**src/rtl/pmp_region_writer.sv**
```systemverilog
// IO-PMP programming front end: turns "protect 2^n bytes at base" requests into
// NA4 / NAPOT / TOR-pair pmpaddr+pmpcfg entries, honouring lock rules.
module pmp_region_writer #(
  parameter int PLEN           = 56,
  parameter int PMP_LEN        = 54,
  parameter int NR_ENTRIES     = 16,
  parameter int PMPGranularity = 2
) (
  input  logic                            clk_i,
  input  logic                            rst_ni,
  input  logic                            req_valid_i,
  output logic                            req_ready_o,
  input  logic [$clog2(NR_ENTRIES)-1:0]   req_idx_i,
  input  logic [PLEN-1:0]                 req_base_i,
  input  logic [$clog2(PLEN):0]           req_size_log2_i,
  input  logic [2:0]                      req_perm_i,
  input  logic                            req_lock_i,
  output logic                            rsp_valid_o,
  input  logic                            rsp_ready_i,
  output logic [1:0]                      rsp_status_o,
  output logic [1:0]                      rsp_mode_o,
  output logic [NR_ENTRIES*PMP_LEN-1:0]   conf_addr_o,
  output logic [NR_ENTRIES*2-1:0]         conf_mode_o,
  output logic [NR_ENTRIES*3-1:0]         conf_perm_o,
  output logic [NR_ENTRIES-1:0]           conf_lock_o
);

  localparam int IW = $clog2(NR_ENTRIES);
  localparam int NW = $clog2(PLEN) + 1;
  localparam int AW = PLEN + 1;

  localparam logic [1:0] M_OFF   = 2'd0;
  localparam logic [1:0] M_TOR   = 2'd1;
  localparam logic [1:0] M_NA4   = 2'd2;
  localparam logic [1:0] M_NAPOT = 2'd3;

  localparam logic [1:0] ST_OK        = 2'd0;
  localparam logic [1:0] ST_LOCKED    = 2'd1;
  localparam logic [1:0] ST_BAD_SIZE  = 2'd2;
  localparam logic [1:0] ST_BAD_ALIGN = 2'd3;

  localparam logic [2:0] S_IDLE     = 3'd0;
  localparam logic [2:0] S_CHECK    = 3'd1;
  localparam logic [2:0] S_WR_PREV  = 3'd2;
  localparam logic [2:0] S_WR_ENTRY = 3'd3;
  localparam logic [2:0] S_RESP     = 3'd4;

  localparam logic [AW-1:0] GRAN_MASK = (AW'(1) << (PMPGranularity + 2)) - AW'(1);
  localparam bit            NA4_OK    = (PMPGranularity <= 2);

  function automatic logic [PMP_LEN-1:0] to_pmpaddr(input logic [AW-1:0] byte_addr);
    logic [AW-1:0] shifted;
    shifted = byte_addr >> 2;
    return shifted[PMP_LEN-1:0];
  endfunction

  logic [2:0]         state;
  logic [IW-1:0]      idx_q;
  logic [PLEN-1:0]    base_q;
  logic [NW-1:0]      n_q;
  logic [2:0]         perm_q;
  logic               lock_req_q;

  logic [PMP_LEN-1:0] addr_p;
  logic [PMP_LEN-1:0] prev_addr_p;
  logic [1:0]         mode_p;
  logic               two_p;
  logic               off_p;

  logic [1:0]         rsp_status_q;
  logic [1:0]         rsp_mode_q;

  logic [PMP_LEN-1:0] bank_addr [NR_ENTRIES];
  logic [1:0]         bank_mode [NR_ENTRIES];
  logic [2:0]         bank_perm [NR_ENTRIES];
  logic [NR_ENTRIES-1:0] bank_lock;

  logic [NR_ENTRIES-1:0] is_tor;
  logic [NR_ENTRIES-1:0] addr_locked;
  logic [IW-1:0]      idx_prev;

  logic [AW-1:0]      base_x, pow, end_x, size_mask, napot_ones;
  logic [1:0]         c_status, c_mode;
  logic [PMP_LEN-1:0] c_addr, c_prev_addr;
  logic               c_two, c_off;

  assign idx_prev = idx_q - IW'(1);

  // An address register is frozen by its own L bit, or by the next entry's
  // L bit when that entry uses it as the TOR lower bound.
  always_comb begin
    for (int i = 0; i < NR_ENTRIES; i++) is_tor[i] = (bank_mode[i] == M_TOR);
    addr_locked = bank_lock | {1'b0, bank_lock[NR_ENTRIES-1:1] & is_tor[NR_ENTRIES-1:1]};
  end

  always_comb begin
    base_x      = {1'b0, base_q};
    pow         = AW'(1) << n_q;
    end_x       = base_x + pow;
    size_mask   = pow - AW'(1);
    napot_ones  = (AW'(1) << (n_q - NW'(3))) - AW'(1);
    c_status    = ST_OK;
    c_mode      = M_OFF;
    c_addr      = '0;
    c_prev_addr = '0;
    c_two       = 1'b0;
    c_off       = 1'b0;
    if (n_q == '0) begin
      c_off = 1'b1;
    end else if (n_q > NW'(PLEN)) begin
      c_status = ST_BAD_SIZE;
    end else if (n_q == NW'(2)) begin
      if (NA4_OK) begin
        c_mode = M_NA4;
        c_addr = to_pmpaddr(base_x);
      end else begin
        c_status = ST_BAD_SIZE;
      end
    end else if (n_q == NW'(1) || n_q == NW'(3) || n_q < NW'(PMPGranularity + 2)) begin
      c_status = ST_BAD_SIZE;
    end else if ((base_x & size_mask) == '0) begin
      c_mode = M_NAPOT;
      c_addr = to_pmpaddr(base_x) | napot_ones[PMP_LEN-1:0];
    end else if (((base_x | end_x) & GRAN_MASK) != '0) begin
      c_status = ST_BAD_ALIGN;
    end else if (end_x[PLEN]) begin
      c_status = ST_BAD_SIZE;
    end else if (idx_q == '0) begin
      // base==0 is always NAPOT-aligned, so a TOR at entry 0 can never be exact.
      c_status = ST_BAD_ALIGN;
    end else begin
      c_mode      = M_TOR;
      c_two       = 1'b1;
      c_prev_addr = to_pmpaddr(base_x);
      c_addr      = to_pmpaddr(end_x);
    end
    if (c_status == ST_OK && (addr_locked[idx_q] || (c_two && addr_locked[idx_prev]))) begin
      c_status = ST_LOCKED;
    end
  end

  // Control FSM
  always_ff @(posedge clk_i or negedge rst_ni) begin
    if (!rst_ni) begin
      state        <= S_IDLE;
      rsp_status_q <= ST_OK;
      rsp_mode_q   <= M_OFF;
    end else begin
      case (state)
        S_IDLE:     if (req_valid_i) state <= S_CHECK;
        S_CHECK: begin
          rsp_status_q <= c_status;
          rsp_mode_q   <= (c_status == ST_OK) ? c_mode : M_OFF;
          if (c_status != ST_OK) state <= S_RESP;
          else if (c_two)        state <= S_WR_PREV;
          else                   state <= S_WR_ENTRY;
        end
        S_WR_PREV:  state <= S_WR_ENTRY;
        S_WR_ENTRY: state <= S_RESP;
        S_RESP:     if (rsp_ready_i) state <= S_IDLE;
        default:    state <= S_IDLE;
      endcase
    end
  end

  // Request capture and encoded write data
  always_ff @(posedge clk_i) begin
    if (state == S_IDLE && req_valid_i) begin
      idx_q      <= req_idx_i;
      base_q     <= req_base_i;
      n_q        <= req_size_log2_i;
      perm_q     <= req_perm_i;
      lock_req_q <= req_lock_i;
    end
    if (state == S_CHECK) begin
      addr_p      <= c_addr;
      prev_addr_p <= c_prev_addr;
      mode_p      <= c_mode;
      two_p       <= c_two;
      off_p       <= c_off;
    end
  end

  // Entry bank
  always_ff @(posedge clk_i or negedge rst_ni) begin
    if (!rst_ni) begin
      for (int i = 0; i < NR_ENTRIES; i++) begin
        bank_addr[i] <= '0;
        bank_mode[i] <= M_OFF;
        bank_perm[i] <= '0;
      end
      bank_lock <= '0;
    end else if (state == S_WR_PREV) begin
      bank_addr[idx_prev] <= prev_addr_p;
      bank_mode[idx_prev] <= M_OFF;
      bank_perm[idx_prev] <= '0;
    end else if (state == S_WR_ENTRY) begin
      bank_mode[idx_q] <= mode_p;
      bank_lock[idx_q] <= lock_req_q;
      if (!off_p) begin
        bank_addr[idx_q] <= addr_p;
        bank_perm[idx_q] <= perm_q;
      end
      if (two_p) bank_lock[idx_prev] <= lock_req_q;
    end
  end

  always_comb begin
    for (int i = 0; i < NR_ENTRIES; i++) begin
      conf_addr_o[i*PMP_LEN +: PMP_LEN] = bank_addr[i];
      conf_mode_o[i*2 +: 2]             = bank_mode[i];
      conf_perm_o[i*3 +: 3]             = bank_perm[i];
    end
  end

  assign conf_lock_o  = bank_lock;
  assign req_ready_o  = (state == S_IDLE);
  assign rsp_valid_o  = (state == S_RESP);
  assign rsp_status_o = rsp_status_q;
  assign rsp_mode_o   = rsp_mode_q;

endmodule

```
**config.mk**
```make
export PLATFORM = sky130hd
export DESIGN_NAME = pmp_region_writer
export DESIGN_NICKNAME = d
export VERILOG_FILES = /design/src/rtl/pmp_region_writer.sv
export SDC_FILE = /design/constraint.sdc
export NUM_CORES = 2
export LEC_CHECK = 0
export CAP_MARGIN = 20
export CORE_AREA = 5 5 403 405
export CTS_BUF_LIST = sky130_fd_sc_hd__clkbuf_4 sky130_fd_sc_hd__clkbuf_8
export CTS_CLUSTER_DIAMETER = 40
export DETAILED_ROUTE_END_ITERATION = 8
export DIE_AREA = 0 0 408 410
export GPL_ROUTABILITY_DRIVEN = 0
export GPL_TIMING_DRIVEN = 0
export HOLD_SLACK_MARGIN = 0.05
export MAX_ROUTING_LAYER = met4
export SYNTH_ARGS = -nofsm -noshare
export SYNTH_HDL_FRONTEND = slang
export SYNTH_SLANG_ARGS = --single-unit
```
**constraint.sdc**
```tcl
create_clock -name clk_i -period 8.05 [get_ports clk_i]
set_clock_uncertainty 0.2 [all_clocks]
set_input_delay 1.61 -clock clk_i [delete_from_list [all_inputs] [get_ports clk_i]]
set_output_delay 1.61 -clock clk_i [all_outputs]
set_load 0.05 [all_outputs]
```
==> impl_metrics.json <==
{
  "totalWireLength_um": 326000,
  "pwr_density_cell_mw_per_mm2": 224.6,
  "crit_fanout": 11,
  "synth_area_mm2": 0.05712,
  "finalCriticalPeriod_ns": 7.882,
  "groute.layer.met1.usage": 0.4262,
  "nFillCells": 15010,
  "coreArea_mm2": 0.1580,
  "netlist_instances": 5666,
  "tightest_slew_ns": 1.262,
  "die_w_um": 408,
  "numCtsBuffers": 218,
  "num_io_pins": 1041,
  "ctsResizeCount": 0,
  "crit_path_end_kind": "register",
  "antenna_found_initial": 16,
  "worstHoldPathCells": 2,
  "busiest_layer": "met2",
  "finalHoldViolCount": 0,
  "cts_max_level": 4,
  "ys_ff_latch": 1150,
  "multi_input_area_mm2": 0.02475,
  "period_share": 0.9791,
  "clock-sinks": 1150,
  "die_area_mm2": 0.1673,
  "p_total_mw": 16.99,
  "leakage_nw": 28.72,
  "drc": 85,
  "crit_chain": "buf_2 > buf_2 > nand2_2 > inv_2 > ha_1 > clkbuf_1 > buf_2 > nand2_1 > nor2_1 > ha_1 > nand4_1 > or3_1 > a211o_1 > a2111o_1 > a31oi_1 > or2_1 > clkbuf_1 > nor2_1 > or4b_2 > clkbuf_1 > nand3_1 > nor2_1",
  "drive_gt1_frac": 0.07287,
  "fin_tns_setup_ns": 0,
  "critical_path_class": "register to register",
  "start_util": 0.3615,
  "yosysUniqueCellTypes": 104,
  "clk_latency_ns": 0.98,
  "slew_headroom": 0.1589,
  "die_height_um": 410,
  "synth_edf_count": 183,
  "syn_to_final_growth_pct": 32.43,
  "r2r_cells": 22,
  "vias": 58441,
  "synth_flop_cell": "dfrtp_1",
  "hp-class": "register to register",
  "place_hpwl_um": 260100,
  "fp-row-count": 146,
  "ys_seq_area_frac": 0.5199,
  "critPathTopFamily": "simple AND/OR/NAND/NOR gates",
  "critPathSlowestCell": "or4b_2",
  "grt_pass1_wl_um": 444500,
  "rsz0062_at_grt": "no",
  "avgRoutedWirePerCell_um": 35.35,
  "ctsHoldBuffers": 0,
  "cp.required_ns": 8.50,
  "ir_drop_v": 0.0001447,
  "status": "finished with violations",
  "gr-usage-all-layers": 0.3840,
  "fin_nets": 7095,
  "clockRootBuffer": "clkbuf_8",
  "maxCapViolations": 0,
  "grt_overflow_total": 0,
  "ys_warn_count": 0,
  "path_buf_inv": 7,
  "grt_max_degree": 171,
  "regArea_mm2": 0.02969,
  "grt_use_met2": 0.5783,
  "violations": "design-rule violations",
  "first_pass_iters": 9,
  "grt_pass1_vias": 56234,
  "clockBufferDepth": 3,
  "timing.final.max_slew_violations": 0,
  "fmax_mhz": 126.9,
  "postSynth.asyncResetShare": 0.8409,
  "cts_tree": "yes",
  "worstSetupStartpointType": "register",
  "slowest_delay_ns": 0.82,
  "synth.avg_cell_area_um2": 10.08,
  "cts.clk_slew.worst_paths_ns": 0.06,
  "port_buffers": 1040,
  "cp.depth": 22,
  "vias_per_cell": 6.336,
  "drt-initial-drc-count": 7988,
  "use_met3": 0.1307,
  "ant_nets": 0,
  "cts_setup_buffers": 0,
  "setup_viol": 0,
  "cp.arrival_ns": 8.34
}
## worst paths after layout
kind                             startpoint          endpoint  slack, ns
max reg2reg                          n_q[0]   prev_addr_p[11]       0.17
max                                  n_q[0]   prev_addr_p[11]       0.17
max in group asynchronous            rst_ni    conf_perm_o[5]       5.03
min reg2reg                conf_addr_o[351]  conf_addr_o[351]       0.28
min                        conf_addr_o[351]  conf_addr_o[351]       0.28
min in group asynchronous            rst_ni  conf_addr_o[552]       0.46
## worst min-delay path, stage by stage, from the launching register on
cell and delay, ns:
dfrtp_1 0.34, nand2_1 0.04, o21ai_0 0.06
## metal layers
metal	wire length, um	vias to the layer above
li1	-	23935
met1	113500	29131
met2	143900	4186
met3	38340	1189
met4	30250	0
met5	0	-
## cells by family (layout without fill, tap and decap cells)
logic type,after synthesis,count (layout),share of synthesized area
DFF,1150,1150,0.5199
and+or+nand+nor,1248,1248,0.09580
adders and majority gates,66,66,0.01455
other,1,17,0.00006566
buffers and inverters,694,2163,0.04695
AOI/OAI and AO/OA,2387,2387,0.3010
muxes,33,33,0.008390
xor gates and xnor gates,87,87,0.01334
## sequential cells by signal (all words and copies together) (netlist names), 4 cells and up
name and flops:
conf_addr_o 864, base_q 56, addr_p 54, prev_addr_p 54, conf_perm_o 48, conf_mode_o 32, conf_lock_o 16, n_q 7
idx_q 4
## cell usage in the layout (no fill, tap or decap), drive strengths merged, types with 183 or more instances in the layout
cell type and count:
clkdlybuf4s50 1039, o21a 446, nand2 766, o22a 432, nor2 189, clkbuf 893
o221ai 435, edfxtp 183, dfrtp 967, o21ai 613
## metrics by stage
stage / hold WS [ns] / cells / instance area (um2) / utilization / worst slack [ns]
6_report: 0.2778 / 9223 / 75640 / 0.4787 / 0.1681
5_1_grt: 0.2986 / 9223 / 75640 / 0.4787 / 0.1221
4_1_cts: 0.2828 / 9201 / 75500 / 0.4778 / 0.3148
3_5_place_dp: 0.2698 / 8800 / 70560 / 0.4465 / 0.3738
3_3_place_gp: 0.2622 / 8779 / 70120 / 0.4438 / -40.44
2_1_floorplan: 0.3241 / 5667 / 57120 / - / 2.427
## cell type report
type / count / area share
sequential: 1150 / 0.3926
multi-input combinational: 3823 / 0.3273
timing repair buffer: 1069 / 0.1445
clock buffer: 322 / 0.05322
tap: 2072 / 0.03428
buffer: 616 / 0.03161
clock inverter: 79 / 0.01219
inverter: 77 / 0.003854
antenna: 15 / 0.0004963
## cell usage after synthesis, types with 57 or more instances
master,n,area (um2)
nand3_1,59,295.3
a21oi_1,146,730.7
edfxtp_1,183,5495
o221ai_1,435,3810
dfrtp_1,967,24200
o21ai_0,577,2888
clkbuf_1,571,2143
nand2_1,765,2872
and2_1,57,356.6
o21a_1,446,3348
o22a_1,432,3784
ha_1,64,800.8
nor2_1,186,698.2
inv_1,74,277.8
## power breakdown
group / leakage [nW] / internal [mW] / total (mW) / switching (mW)
combinational: 10.9 / 0.937 / 3.79 / 2.86
sequential: 15.2 / 6.32 / 6.67 / 0.351
clock: 2.59 / 3.75 / 6.53 / 2.78
Power figures use the tool's default switching activity.
